$ cat config.mk
export PLATFORM = sky130hd
export DESIGN_NAME = prach_unshape_ch
export DESIGN_NICKNAME = d
export VERILOG_FILES = /design/src/rtl/prach_pkg.sv /design/src/rtl/delay.sv /design/src/rtl/prach_unshape_ch.sv
export SDC_FILE = /design/constraint.sdc
export NUM_CORES = 1
export LEC_CHECK = 0
export CAP_MARGIN = 20
export CORE_ASPECT_RATIO = 0.75
export CORE_MARGIN = 4
export CORE_UTILIZATION = 55
export CTS_CLUSTER_DIAMETER = 100
export DETAILED_ROUTE_END_ITERATION = 16
export HOLD_SLACK_MARGIN = 0.1
export PLACE_DENSITY = 0.86
export SYNTH_ARGS = -nofsm -noshare
export SYNTH_HDL_FRONTEND = slang
export SYNTH_HIERARCHICAL = 1
export SYNTH_SLANG_ARGS = --single-unit
$ cat constraint.sdc
create_clock -name clk -period 3.6 [get_ports clk]
set_clock_uncertainty 0.1 [all_clocks]
set_input_delay 0.54 -clock clk [delete_from_list [all_inputs] [get_ports clk]]
set_output_delay 0.54 -clock clk [all_outputs]
set_load 0.05 [all_outputs]
$ cat src/rtl/prach_pkg.sv
// Shared widths, defaults and lock state type for the PRACH channel reshape/unshape path.
package prach_pkg;

    localparam int unsigned SampleWidth  = 16;
    localparam int unsigned ChnWidth     = 8;
    localparam int unsigned NumChDefault = 48;

    typedef enum logic {
        StUnlocked,
        StLocked
    } lock_state_t;

endpackage

$ cat src/rtl/delay.sv
// Fixed-length shift-register delay line; reset clears contents (tie rst_n high when not needed).
module delay #(
    parameter int unsigned WIDTH = 16,
    parameter int unsigned DELAY = 4
) (
    input  logic             clk,
    input  logic             rst_n,
    input  logic [WIDTH-1:0] din,
    output logic [WIDTH-1:0] dout
);

    logic [WIDTH-1:0] sr [DELAY];

    always_ff @(posedge clk or negedge rst_n) begin
        if (!rst_n) begin
            for (int i = 0; i < int'(DELAY); i++) begin
                sr[i] <= '0;
            end
        end else begin
            sr[0] <= din;
            for (int i = 1; i < int'(DELAY); i++) begin
                sr[i] <= sr[i-1];
            end
        end
    end

    assign dout = sr[DELAY-1];

endmodule

$ cat src/rtl/prach_unshape_ch.sv
// Undoes the PRACH lane reshape: 2x2 transpose of H-cycle half-blocks over each 2H-cycle period,
// with channel gating and a lock that holds dout_dv low until the first synced sample arrives.
module prach_unshape_ch
    import prach_pkg::*;
#(
    parameter int unsigned SIZE   = 8,
    parameter int unsigned NUM_CH = NumChDefault
) (
    input  logic                   clk,
    input  logic                   rst_n,
    input  logic [SampleWidth-1:0] din_dp1,
    input  logic [SampleWidth-1:0] din_dp2,
    input  logic                   din_dv,
    input  logic [ChnWidth-1:0]    din_chn,
    input  logic                   sync_in,
    output logic [SampleWidth-1:0] dout_dq1,
    output logic [SampleWidth-1:0] dout_dq2,
    output logic                   dout_dv,
    output logic [ChnWidth-1:0]    dout_chn,
    output logic                   sync_out,
    output logic                   sync_err
);

    localparam int unsigned H     = SIZE / 2;
    localparam int unsigned PW    = $clog2(SIZE);
    localparam int unsigned CtrlW = ChnWidth + 2;

    logic [PW-1:0]          ph;
    logic [PW-1:0]          pe;
    logic                   h;
    logic [SampleWidth-1:0] d1;
    logic [SampleWidth-1:0] d2a;
    logic [SampleWidth-1:0] d2b;
    logic [CtrlW-1:0]       ctrl_d;
    logic                   dv_d;
    lock_state_t            state;
    logic                   lock_now;
    logic [H:0]             lock_pipe;
    logic                   locked;

    assign pe = sync_in ? '0 : ph;
    assign h  = pe[PW-1];

    always_ff @(posedge clk or negedge rst_n) begin
        if (!rst_n) begin
            ph <= '0;
        end else begin
            ph <= pe + 1'b1;
        end
    end

    // Data lines carry no reset: their contents are masked by the lock until refilled.
    delay #(.WIDTH(SampleWidth), .DELAY(H)) u_d1 (
        .clk   (clk),
        .rst_n (1'b1),
        .din   (din_dp1),
        .dout  (d1)
    );

    delay #(.WIDTH(SampleWidth), .DELAY(H)) u_d2a (
        .clk   (clk),
        .rst_n (1'b1),
        .din   (din_dp2),
        .dout  (d2a)
    );

    delay #(.WIDTH(SampleWidth), .DELAY(H)) u_d2b (
        .clk   (clk),
        .rst_n (1'b1),
        .din   (d2a),
        .dout  (d2b)
    );

    delay #(.WIDTH(CtrlW), .DELAY(H)) u_ctrl (
        .clk   (clk),
        .rst_n (rst_n),
        .din   ({sync_in, din_chn, din_dv}),
        .dout  (ctrl_d)
    );

    always_ff @(posedge clk or negedge rst_n) begin
        if (!rst_n) begin
            dout_dq1 <= '0;
            dout_dq2 <= '0;
            sync_out <= 1'b0;
            dout_chn <= '0;
            dv_d     <= 1'b0;
        end else begin
            if (h) begin
                dout_dq1 <= d1;
                dout_dq2 <= din_dp1;
            end else begin
                dout_dq1 <= d2b;
                dout_dq2 <= d2a;
            end
            {sync_out, dout_chn, dv_d} <= ctrl_d;
        end
    end

    always_ff @(posedge clk or negedge rst_n) begin
        if (!rst_n) begin
            state    <= StUnlocked;
            sync_err <= 1'b0;
        end else begin
            case (state)
                StUnlocked: if (sync_in) state <= StLocked;
                StLocked:   state <= StLocked;
                default:    state <= StUnlocked;
            endcase
            // A sync at ph=0 is the natural wrap and is legal.
            if (sync_in && (ph != '0) && (state == StLocked)) begin
                sync_err <= 1'b1;
            end
        end
    end

    // Lock travels alongside the data so dv opens exactly with the first synced sample.
    assign lock_now = (state == StLocked) || sync_in;

    always_ff @(posedge clk or negedge rst_n) begin
        if (!rst_n) begin
            lock_pipe <= '0;
        end else begin
            lock_pipe <= {lock_pipe[H-1:0], lock_now};
        end
    end

    assign locked  = lock_pipe[H];
    assign dout_dv = dv_d && (32'(dout_chn) < NUM_CH) && locked;

endmodule

* After elaboration in Yosys (flattened, before gate mapping) *
Cells that the tools add are included.

operators by class
  add/sub/neg operators = 1
  order comparisons = 1
  muxes and demuxes = 5
  bitwise logic cells = 1
  reductions and logical operators = 6

operators by type and width
  operator             number
  $mux 16              2
  $lt 8x6->1 const B   1
  $logic_and 1x1->1    4
  $add 3x1->3 const B  1
  $mux 3               1
  $reduce_bool 3->1    1
  $pmux 1 s2           1
  $logic_or 1x1->1     1
  $mux 1               1
  $not 1->1            1

word-level totals
  register bits = 284
  word-level logic and storage cells = 39

* Longest topological paths before layout *
Gate-level depths: netlist of run 1.

  depth after elaboration = 3
  depth in mapped cells = 4
  depth with buffers taken out = 3

* By module *
The synthesis of run 1 kept the hierarchy.

by module, submodules not included
  module             instances  cells each  area an instance (um^2)
  delay at u_d1 ...  3          80          1721.7
  prach_unshape_ch   1          100         1910.6
  delay at u_ctrl    1          50          1076.0

* Least setup slack after synthesis of run 1 *
No wires, ideal clock.

  path type = register to output
  start = register dout_chn[5]
  end = output dout_dv
  data arrival time = 3105 ps
  data required time = 2960 ps
  setup slack = -145 ps
  cell stages (with the launch flop) = 2
  cell sequence = dfrtp_1 -> a2111oi_0

between the ends
  cells in the longest elaborated chain, start to end = 3

RTL lines
  item                             RTL line                 RTL
  start, declared                  prach_unshape_ch.sv:19   output logic [ChnWidth-1:0] dout_chn,
  start signal, assigned           prach_unshape_ch.sv:96   {sync_out, dout_chn, dv_d} <= ctrl_d;
  $lt 8x6->1                       prach_unshape_ch.sv:129  assign dout_dv = dv_d && (32'(dout_chn) < NUM_CH) && locked;
  $logic_and 1x1->1 (2 in series)  prach_unshape_ch.sv:129
  end, declared                    prach_unshape_ch.sv:18   output logic dout_dv,

No other way between the ends.

* Worst setup path after layout of run 1 *
Same ends and word-level chain as after synthesis.

==> results of run 1 <==
flip-flops by register name, summed over array words and instances, names as in the netlist, 30 cells and up:
register	cells
u_ctrl/sr	30
u_d1/sr	48
u_d2a/sr	48
u_d2b/sr	48
cells by family after synthesis:
logic type               count (synthesis)
AO/OA/AOI/OAI                            2
XOR/XNOR                                 1
adder cells (fa/ha/maj)                  1
buffers and inverters                   63
flip-flops                             283
multiplexers                            32
other                                    1
AND/OR/NAND/NOR                          7
final cells by class:
type                            count  area share [%]
Clock inverter                     12           1.687
Sequential cell                   283           68.20
Tap cell                          200           2.410
Multi-Input combinational cell    235           12.30
Timing Repair Buffer               88           8.628
Inverter                            1         0.03615
Clock buffer                       34           6.736
power groups by stage:
stage	clock network (mW)	registers, mW	logic [mW]
after CTS	2.83	3.41	0.376
after global routing	2.97	3.42	0.417
after global placement	0	3.45	0.366
after detailed placement	0	3.47	0.374
final	2.74	3.41	0.385
after floorplan	0	3.56	0.152
metrics by stage:
step | hold WS, ns | cells | instance area, um2
final | 0.2448 | 853 | 10380
after global routing | 0.2530 | 853 | 10380
after CTS | 0.1952 | 851 | 10350
after detailed placement | 0.2347 | 805 | 9472
after global placement | 0.2317 | 805 | 9472
after floorplan | 0.1444 | 581 | 8870
placed cells by master (no fill, tap or decap), drive strengths merged, types with 2 or more instances in the layout:
| cell | n |
|---|---|
| inv | 2 |
| bufinv | 4 |
| clkdlybuf4s50 | 85 |
| clkinvlp | 3 |
| dfrtp | 283 |
| conb | 192 |
| mux2 | 32 |
| clkinv | 4 |
| clkbuf | 34 |
| and2b | 2 |
| buf | 2 |
path summary, 6_finish.rpt:
kind,start,slack (ns),depth (start not counted),end
min reg2reg,u_d2b/sr[39],0.24,0,u_d2b/sr[23]
max,dout_chn[5],0.81,2,dout_dv
max reg2reg,ph[2],2.01,2,dout_dq1[15]
max in group asynchronous,rst_n,2.38,3,ph[1]
min,u_d2b/sr[39],0.24,0,u_d2b/sr[23]
min in group asynchronous,rst_n,0.38,2,dout_dq1[1]
critical path, delay by kind of cell (launching register included):
family / cells / cell delay [ns]
buf+inv: 1 / 0.88
compound gates: 1 / 0.40
flops: 1 / 0.38
routing by layer:
metal  vias up  global-route usage, %
met5         -                      0
met4         0                  3.323
met3        21                  3.813
met2        74                  29.12
met1      1717                  17.01
li1       1474                      -
timing repair:
action | CTS | global route
gates resized for setup | 0 | 0
hold endpoints to repair | 0 | 21
setup buffers | 0 | 0
hold buffers | 0 | 1
==> metrics, run 1 <==
CP arrival=2.15 ns; Max Used Layer=met4; global-route wire length before repair=19350 um; final period utilization=between 70 and 80%; first-pass iteration count of the detailed router=3; layout net count=679; Die Area=16850 um2; area occupied by multi-input gates=1277 um2; sequential-to-total area share from yosys stat=86.88%; initial antenna violation count=0; cell taking the most area after synthesis=dfrtp_1; Top FF cell, synth=dfrtp_1; Worst VDD drop=0.3788 mV; CTS max path bufs=3; number of vias per cell=3.852; Iter 0 DRT Violations=121; actual slew at the worst max-slew pin=roughly 0.7 ns; fill count=933; dpl hpwl=between 7000 and 8000 um; Antenna Cells=0; num rows=38; CP peak stage delay=just under 0.9 ns; Power Dens Cells=roughly 630 nW/um2; Synth Area in Compound Gates=0.1688%; CORE AREA=around 15000 um2; Slew headroom=51.95%; Crit-path slowest cell=clkdlybuf4s50_1; TritonCTS Buffers=25; CTS tree=done; simple-gate area share of the yosys netlist=less than 1%; Psw=between 1 and 1.5 mW; Synth Register Bits=between 200 and 300; Reg power frac=between 50% and 60%; number of H-tree levels=1; count leader, synth=dfrtp_1; worst skew pair latency=between 0.5 and 0.6 ns; vias in the first global route=just under 4000; Setup WS pre-CTS=around 1.2 ns; number of placed I/O pins=87; Gate power share=under 10%; routability cong.=0.6813; Design Power=about 6.5 mW; Synth cell types=18; initial core utilization=between 50% and 60%; via count=between 3000 and 4000; Wirelength per Cell=13.53 um; post-route core utilization=a little under three quarters; Pint=approximately 5.2 mW; wire length on met3=~600 um; top post-synthesis cells by area=dfrtp_1, buf_4, mux2_4; worst min path class=flip-flop to flip-flop; Max Freq=around 0.36 GHz; synth warn=6; Area Growth Syn to Fin=27.38%; Cell Chain, Critical Path=a2111oi_1 -> clkdlybuf4s50_1; CP Launch Type=flip-flop; post-synthesis adder-cell area fraction=less than 1%; Metal-1 WL=slightly above 4000 um; multiplexer share of the synthesized area=5.756%; Crit. End Element=output port; post-synthesis instance area=8152 um2; switching portion of total power=21.09%; Total Routing Usage GR=approximately 15%; DRC viols=0; post-synth top area share=roughly 87%; Routed WL=11540 um; Crit path required time=between 2 and 3 ns; RSZ-0062 raised after global routing=no; status=finished, final reports clean; largest net degree at the start of global routing=92; final worst slack=0.8079 ns; CP Class=flip-flop to output port; synth cell count leaders=dfrtp_1, buf_4, mux2_4; remaining global-route overflow=0; CTS sink cnt=between 200 and 300; Die Span X=around 150 um; min cycle time layout=2.792 ns; Reg clk slew, reported paths=about 0.070 ns; Setup TNS=0 ns; Post-synth EDFFs=0; share of post-route cells with drive strength above 1=between 10% and 20%; Setup Viol. Count Final=0; P_leak=~5.0 nW; maximum fanout along the worst path=2; Async S/R FF share, synth=100.0%; MaxCap Viol Count=0; met2 wire len=roughly 6700 um; Clk network pwr share=42.0%; largest family of logic cells by synthesized area=buffers and inverters; max-slew violation count=0; flip-flop and latch area=roughly 7100 um2; Final ANT Viol Nets=0; Port Buffers=between 80 and 90; Die H=about 110 um; Clock Root Buffer=clkbuf_16; Post-Syn Instances=390; Synth Area in XOR/XNOR=less than 1%; final hold violations=0; Avg Inst Size Synth=20.90 um2
Note: power is estimated with default switching activity, not from simulation.
==> inputs of run 2 (changes only) <==
- CORE_UTILIZATION: 55 -> 49
- PLACE_DENSITY: 0.86 -> 0.81
- clock period: 3.6 -> 2.5 ns (I/O delays scaled with it)
==> metrics, run 2 (synthesized netlist as in run 1, its figures left out) <==
status=finished, final reports clean (unchanged); RSZ-0062 raised after global routing=no (unchanged); Worst Reg-to-Reg Cells=3 (was 2); most frequent cells in the layout=dfrtp_1, conb_1, clkdlybuf4s50_1, mux2_4, clkbuf_16 (unchanged); global routing met3 resource utilization=3.605% (was 3.813%); Hold Path Cell Cnt=1 (was 0); Port Buffers=86 (unchanged); min cycle time layout=2.262 ns; CP Launch Type=flip-flop (unchanged); P_leak=4.988 nW (was 5.006 nW); Routed WL=10520 um (was 11540 um); Worst Min Path Start=din_dp2[15] (was u_d2b/sr[39]); first-pass iteration count of the detailed router=3 (unchanged); remaining global-route overflow=0 (unchanged); Crit path required time=2.03 ns (was 2.96 ns); Antenna Cells=0 (unchanged); CTS max path bufs=3 (unchanged); number of placed I/O pins=87 (unchanged); Slew headroom=61.95% (was 51.95%); Final ANT Viol Nets=0 (unchanged); vias in the first global route=3845 (was 3930); flip-flop and latch area=7082 um2 (unchanged); CP Class=flip-flop to output port (unchanged); maximum fanout along the worst path=2 (unchanged); Die Span X=156.9 um (was 148.6 um); worst skew pair latency=0.50 ns (was 0.51 ns); MaxCap Viol Count=0 (unchanged); initial core utilization=50.43% (was 56.21%); CP top delay family=buffers and inverters (unchanged); area occupied by multi-input gates=1282 um2 (was 1277 um2); Reg2Reg Setup Slack=1.07 ns (was 2.01 ns); global-route wire length before repair=18010 um (was 19350 um); routability cong.=0.6818 (was 0.6813); number of H-tree levels=1 (unchanged); number of vias per cell=3.857 (was 3.852); Area Growth Syn to Fin=26.72% (was 27.38%); final worst slack=0.2378 ns (was 0.8079 ns); worst min path class=input port to flip-flop (was flip-flop to flip-flop); Max Freq=between 0.4 and 0.5 GHz; Clock Root Buffer=clkbuf_16 (unchanged); Setup WS pre-CTS=0.4154 ns (was 1.194 ns); grt met1 use=14.72% (was 17.01%); actual slew at the worst max-slew pin=0.5690 ns (was 0.7203 ns); met2 Use GR=21.60% (was 29.12%); most common cell after layout, fill and taps aside=dfrtp_1 (unchanged); Setup Viol. Count Final=0 (unchanged); Top Registers=u_d1/sr x48, u_d2a/sr x48, u_d2b/sr x48 (unchanged); Design Power=9.078 mW (was 6.534 mW); CORE AREA=16170 um2 (was 14500 um2); Wirelength per Cell=12.19 um (was 13.53 um); Reg clk slew, reported paths=0.06 ns (was 0.07 ns); Cell Chain, Critical Path=a2111oi_2 -> dlygate4sd2_1 (was a2111oi_1 -> clkdlybuf4s50_1); RR Startpoint=ph[2] (unchanged); Worst VDD drop=0.4500 mV (was 0.3788 mV); Top Usage Layer GRT=met2 (unchanged); final period utilization=~90%; non-filler cells, final=863 (was 853); CTS sink cnt=283 (unchanged); CP peak stage delay=0.57 ns (was 0.88 ns); Critical R2R Capture=dout_dq2[8] (was dout_dq1[15]); largest net degree at the start of global routing=52 (was 92); Power Dens Cells=878.8 nW/um2 (was 629.2 nW/um2); share of post-route cells with drive strength above 1=11.49% (was 12.10%); post-placement cell count=818 (was 805); fill count=1157 (was 933); dpl hpwl=7286 um (was 7220 um); layout net count=681 (was 679); initial antenna violation count=0 (unchanged); hold worst-path end=u_d2a/sr[63] (was u_d2b/sr[23]); Crit-path slowest cell=dlygate4sd2_1 (was clkdlybuf4s50_1); num rows=40 (was 38); Setup TNS=0 ns (unchanged); post-route core utilization=63.90% (was 71.60%); CTS tree=done (unchanged); DRC viols=0 (unchanged); Iter 0 DRT Violations=80 (was 121); Die Area=18790 um2 (was 16850 um2); Buf/Inv on CP=1 (unchanged); Crit. End Element=output port (unchanged); CP arrival=1.79 ns (was 2.15 ns); Die H=119.7 um (was 113.4 um); via count=3329 (was 3286); TritonCTS Buffers=25 (unchanged); Total Routing Usage GR=12.28% (was 15.12%); max-slew violation count=0 (unchanged); final hold violations=0 (unchanged)
run 2: cell count changes in the layout (fill, tap and decap cells not counted), moves of 2 or more:
cell,before,now
buf_12,0,2
clkbuf_1,5,10
bufinv_16,4,2
clkinvlp_4,3,0
run 2: timing repair:
item                                    CTS  global route
hold buffers                              1             0
endpoints found under the setup margin    1             0
gates resized for setup                   1             0
hold endpoints to repair                 40             0
setup buffers                             0             0
run 2: cell type report:
cell class	instances	share of cell area (%)
clock buffers	38	6.819
flip-flops and latches	283	68.56
well taps	210	2.544
inverters	1	0.03634
clock inverters	6	0.7752
multi-input cells	235	12.42
repair buffers	90	8.854
run 2: through the flow:
| stage | hold slack [ns] | area [um2] |
|---|---|---|
| 6_report | 0.2135 | 10330 |
| 5_1_grt | 0.1825 | 10330 |
| 4_1_cts | 0.1904 | 10330 |
| 3_5_place_dp | 0.2347 | 9537 |
| 3_3_place_gp | 0.2318 | 9537 |
| 2_1_floorplan | -0.02059 | 8875 |
run 2: worst max-delay path by stage:
stage	to	slack, ns	depth (start not counted)	from
2_1_floorplan	dout_dv	0.27	1	dout_chn[5]
3_3_place_gp	dout_dv	0.46	2	dout_chn[5]
3_5_place_dp	dout_dq2[5]	0.42	4	sync_in
4_1_cts	dout_dv	0.19	2	dout_chn[5]
5_1_grt	dout_dv	0.13	2	dout_chn[5]
6_report	dout_dv	0.24	2	dout_chn[5]
run 2: worst register-to-register path, stage by stage, from the launching register on:
cell	delay, ns
dfrtp_1	0.42
nand2b_4	0.21
buf_4	0.27
mux2_4	0.33
run 2: power breakdown:
group	switching, mW	leakage [nW]	internal [mW]
Combinational	0.335	1.32	0.217
Sequential	0.0760	3.28	4.82
Clock	1.48	0.385	2.14
run 2: layer usage:
metal,vias to the layer above,routed length (um)
met1,1753,3829
met3,23,623
met5,-,0
met4,0,280
li1,1474,-
met2,79,5790
==> inputs of run 3 (changes only) <==
- CORE_UTILIZATION: 49 -> 55
- DONT_BUFFER_PORTS: unset -> 1
- SETUP_SLACK_MARGIN: unset -> 0.3
==> metrics, run 3 (synthesized netlist as in run 1, its figures left out) <==
Port Buffers=0 (was 86); final hold violations=91 (was 0); RSZ-0062 raised after global routing=no (unchanged); initial core utilization=56.21% (was 50.43%); CP Launch Point=dout_chn[5] (unchanged); area occupied by multi-input gates=1295 um2 (was 1282 um2); Setup TNS=0 ns (unchanged); TritonCTS Buffers=25 (unchanged); Slew headroom=52.98% (was 61.95%); CTS sink cnt=283 (unchanged); most common cell after layout, fill and taps aside=dfrtp_1 (unchanged); worst skew pair latency=0.50 ns (about the same); CP Class=flip-flop to output port (unchanged); Clock Root Buffer=clkbuf_16 (unchanged); Final ANT Viol Nets=0 (unchanged); Reg2Reg Setup Slack=0.90 ns (was 1.07 ns); Die Area=16850 um2 (was 18790 um2); number of placed I/O pins=87 (unchanged); routability cong.=0.6305 (was 0.6818); Post-CTS Hold Buffers=42 (was 1); DRC viols=0 (unchanged); CTS max path bufs=3 (unchanged); remaining global-route overflow=0 (unchanged); post-route core utilization=68.08% (was 63.90%); flip-flop and latch area=7086 um2 (was 7082 um2); global-route wire length before repair=18540 um (was 18010 um); via count=3139 (was 3329); fill count=990 (was 1157); Area Growth Syn to Fin=21.12% (was 26.72%); share of post-route cells with drive strength above 1=13.18% (was 11.49%); Die Span X=148.6 um (was 156.9 um); num rows=38 (was 40); post-placement cell count=720 (was 818); Crit. End Element=output port (unchanged); MaxCap Viol Count=0 (unchanged); vias in the first global route=3660 (was 3845); first-pass iteration count of the detailed router=3 (unchanged); number of vias per cell=3.890 (was 3.857); largest net degree at the start of global routing=92 (was 52); number of H-tree levels=1 (unchanged); maximum fanout along the worst path=2 (unchanged); non-filler cells, final=807 (was 863); Total Routing Usage GR=14.34% (was 12.28%); failing checks=hold timing; Top Registers=u_d1/sr x48, u_d2a/sr x48, u_d2b/sr x48 (unchanged); max-slew violation count=0 (unchanged); Max Freq=0.4701 GHz (was 0.4421 GHz); RR Startpoint=ph[2] (unchanged); Crit path required time=2.03 ns (about the same); min cycle time layout=2.127 ns (was 2.262 ns); Routed WL=10970 um (was 10520 um); Worst VDD drop=0.5683 mV (was 0.4500 mV); Reg clk slew, reported paths=0.06 ns (about the same); worst min path class=input port to asynchronous set/reset pin (was input port to flip-flop); status=complete, but fails checks (was finished, final reports clean); CTS tree=done (unchanged); Iter 0 DRT Violations=71 (was 80); Antenna Cells=0 (unchanged); Post-CTS Setup Repair Bufs=0 (unchanged); layout net count=634 (was 681); most frequent cells in the layout=dfrtp_1, conb_1, dlygate4sd3_1, mux2_4, clkbuf_16 (was dfrtp_1, conb_1, clkdlybuf4s50_1, mux2_4, clkbuf_16); CP arrival=1.65 ns (was 1.79 ns); dpl hpwl=6698 um (was 7286 um); initial antenna violation count=0 (unchanged); final period utilization=85.10% (was 90.49%); Power Dens Cells=912.5 nW/um2 (was 878.8 nW/um2); Wirelength per Cell=13.60 um (was 12.19 um); final hold slack=-0.5338 ns (was 0.2135 ns); Setup Viol. Count Final=0 (unchanged); Die H=113.4 um (was 119.7 um); CP Launch Type=flip-flop (unchanged); P_leak=4.811 nW (was 4.988 nW); CORE AREA=14500 um2 (was 16170 um2); actual slew at the worst max-slew pin=0.7053 ns (was 0.5690 ns)
[run 3: cell count changes in the layout (fill, tap and decap cells not counted), moves of 2 or more]
| cell | before | now |
|---|---|---|
| clkbuf_1 | 10 | 6 |
| dfrtp_2 | 0 | 3 |
| dfrtp_1 | 283 | 280 |
| buf_12 | 2 | 0 |
| clkbuf_8 | 3 | 7 |
| dlygate4sd3_1 | 1 | 42 |
| clkdlybuf4s50_1 | 84 | 0 |
[run 3: final timing paths]
| path | cells after the start | end |
|---|---|---|
| min in group clk | 0 | u_d1/sr[44] |
| min | 0 | dout_chn[7] |
| max in group asynchronous | 0 | dout_dq1[6] |
| max reg2reg | 2 | dout_dq2[15] |
| max | 2 | dout_dv |
| min reg2reg | 0 | u_d1/sr[44] |
[run 3: per-layer routing]
layer,vias up,share of wire (%),GRT usage [%]
li1,1387,-,-
met3,24,5.6,4.210
met2,73,58,26.66
met4,0,2.6,4.185
met1,1655,34,16.10
met5,-,0,0
[run 3: worst max-delay path, cell delays in order (launching register included)]
cell and delay (ns):
dfrtp_2 0.52, a2111oi_4 0.38, buf_4 0.25
[run 3: what timing repair did]
item | 4_1_cts | 5_1_grt
setup endpoints to repair | 1 | 1
cloned | 0 | 0
hold endpoints to repair | 153 | 91
resized for setup | 2 | 1
pin swaps | 0 | 0
[run 3: power breakdown]
| group | switching [mW] | internal, mW |
|---|---|---|
| Combinational | 0.109 | 0.116 |
| Clock | 1.54 | 2.16 |
| Sequential | 0.270 | 4.82 |
[run 3: area by class of cell]
cell class	count	area share (%)
Clock buffer	38	7.540
Clock inverter	7	0.6717
Inverter	1	0.03802
Multi-Input combinational cell	235	13.12
Sequential cell	283	71.77
Tap cell	200	2.535
Timing Repair Buffer	43	4.334
[run 3: per-stage QoR]
| stage | total power, mW | worst slack, ns | area, um2 |
|---|---|---|---|
| final | 9.009 | 0.3726 | 9873 |
| after global routing | 9.395 | 0.3056 | 9873 |
| after floorplan | 5.355 | 0.6297 | 8887 |
| after global placement | 5.311 | 0.7983 | 8638 |
| after detailed placement | 5.337 | 0.7944 | 8638 |
| after CTS | 9.120 | 0.3163 | 9872 |
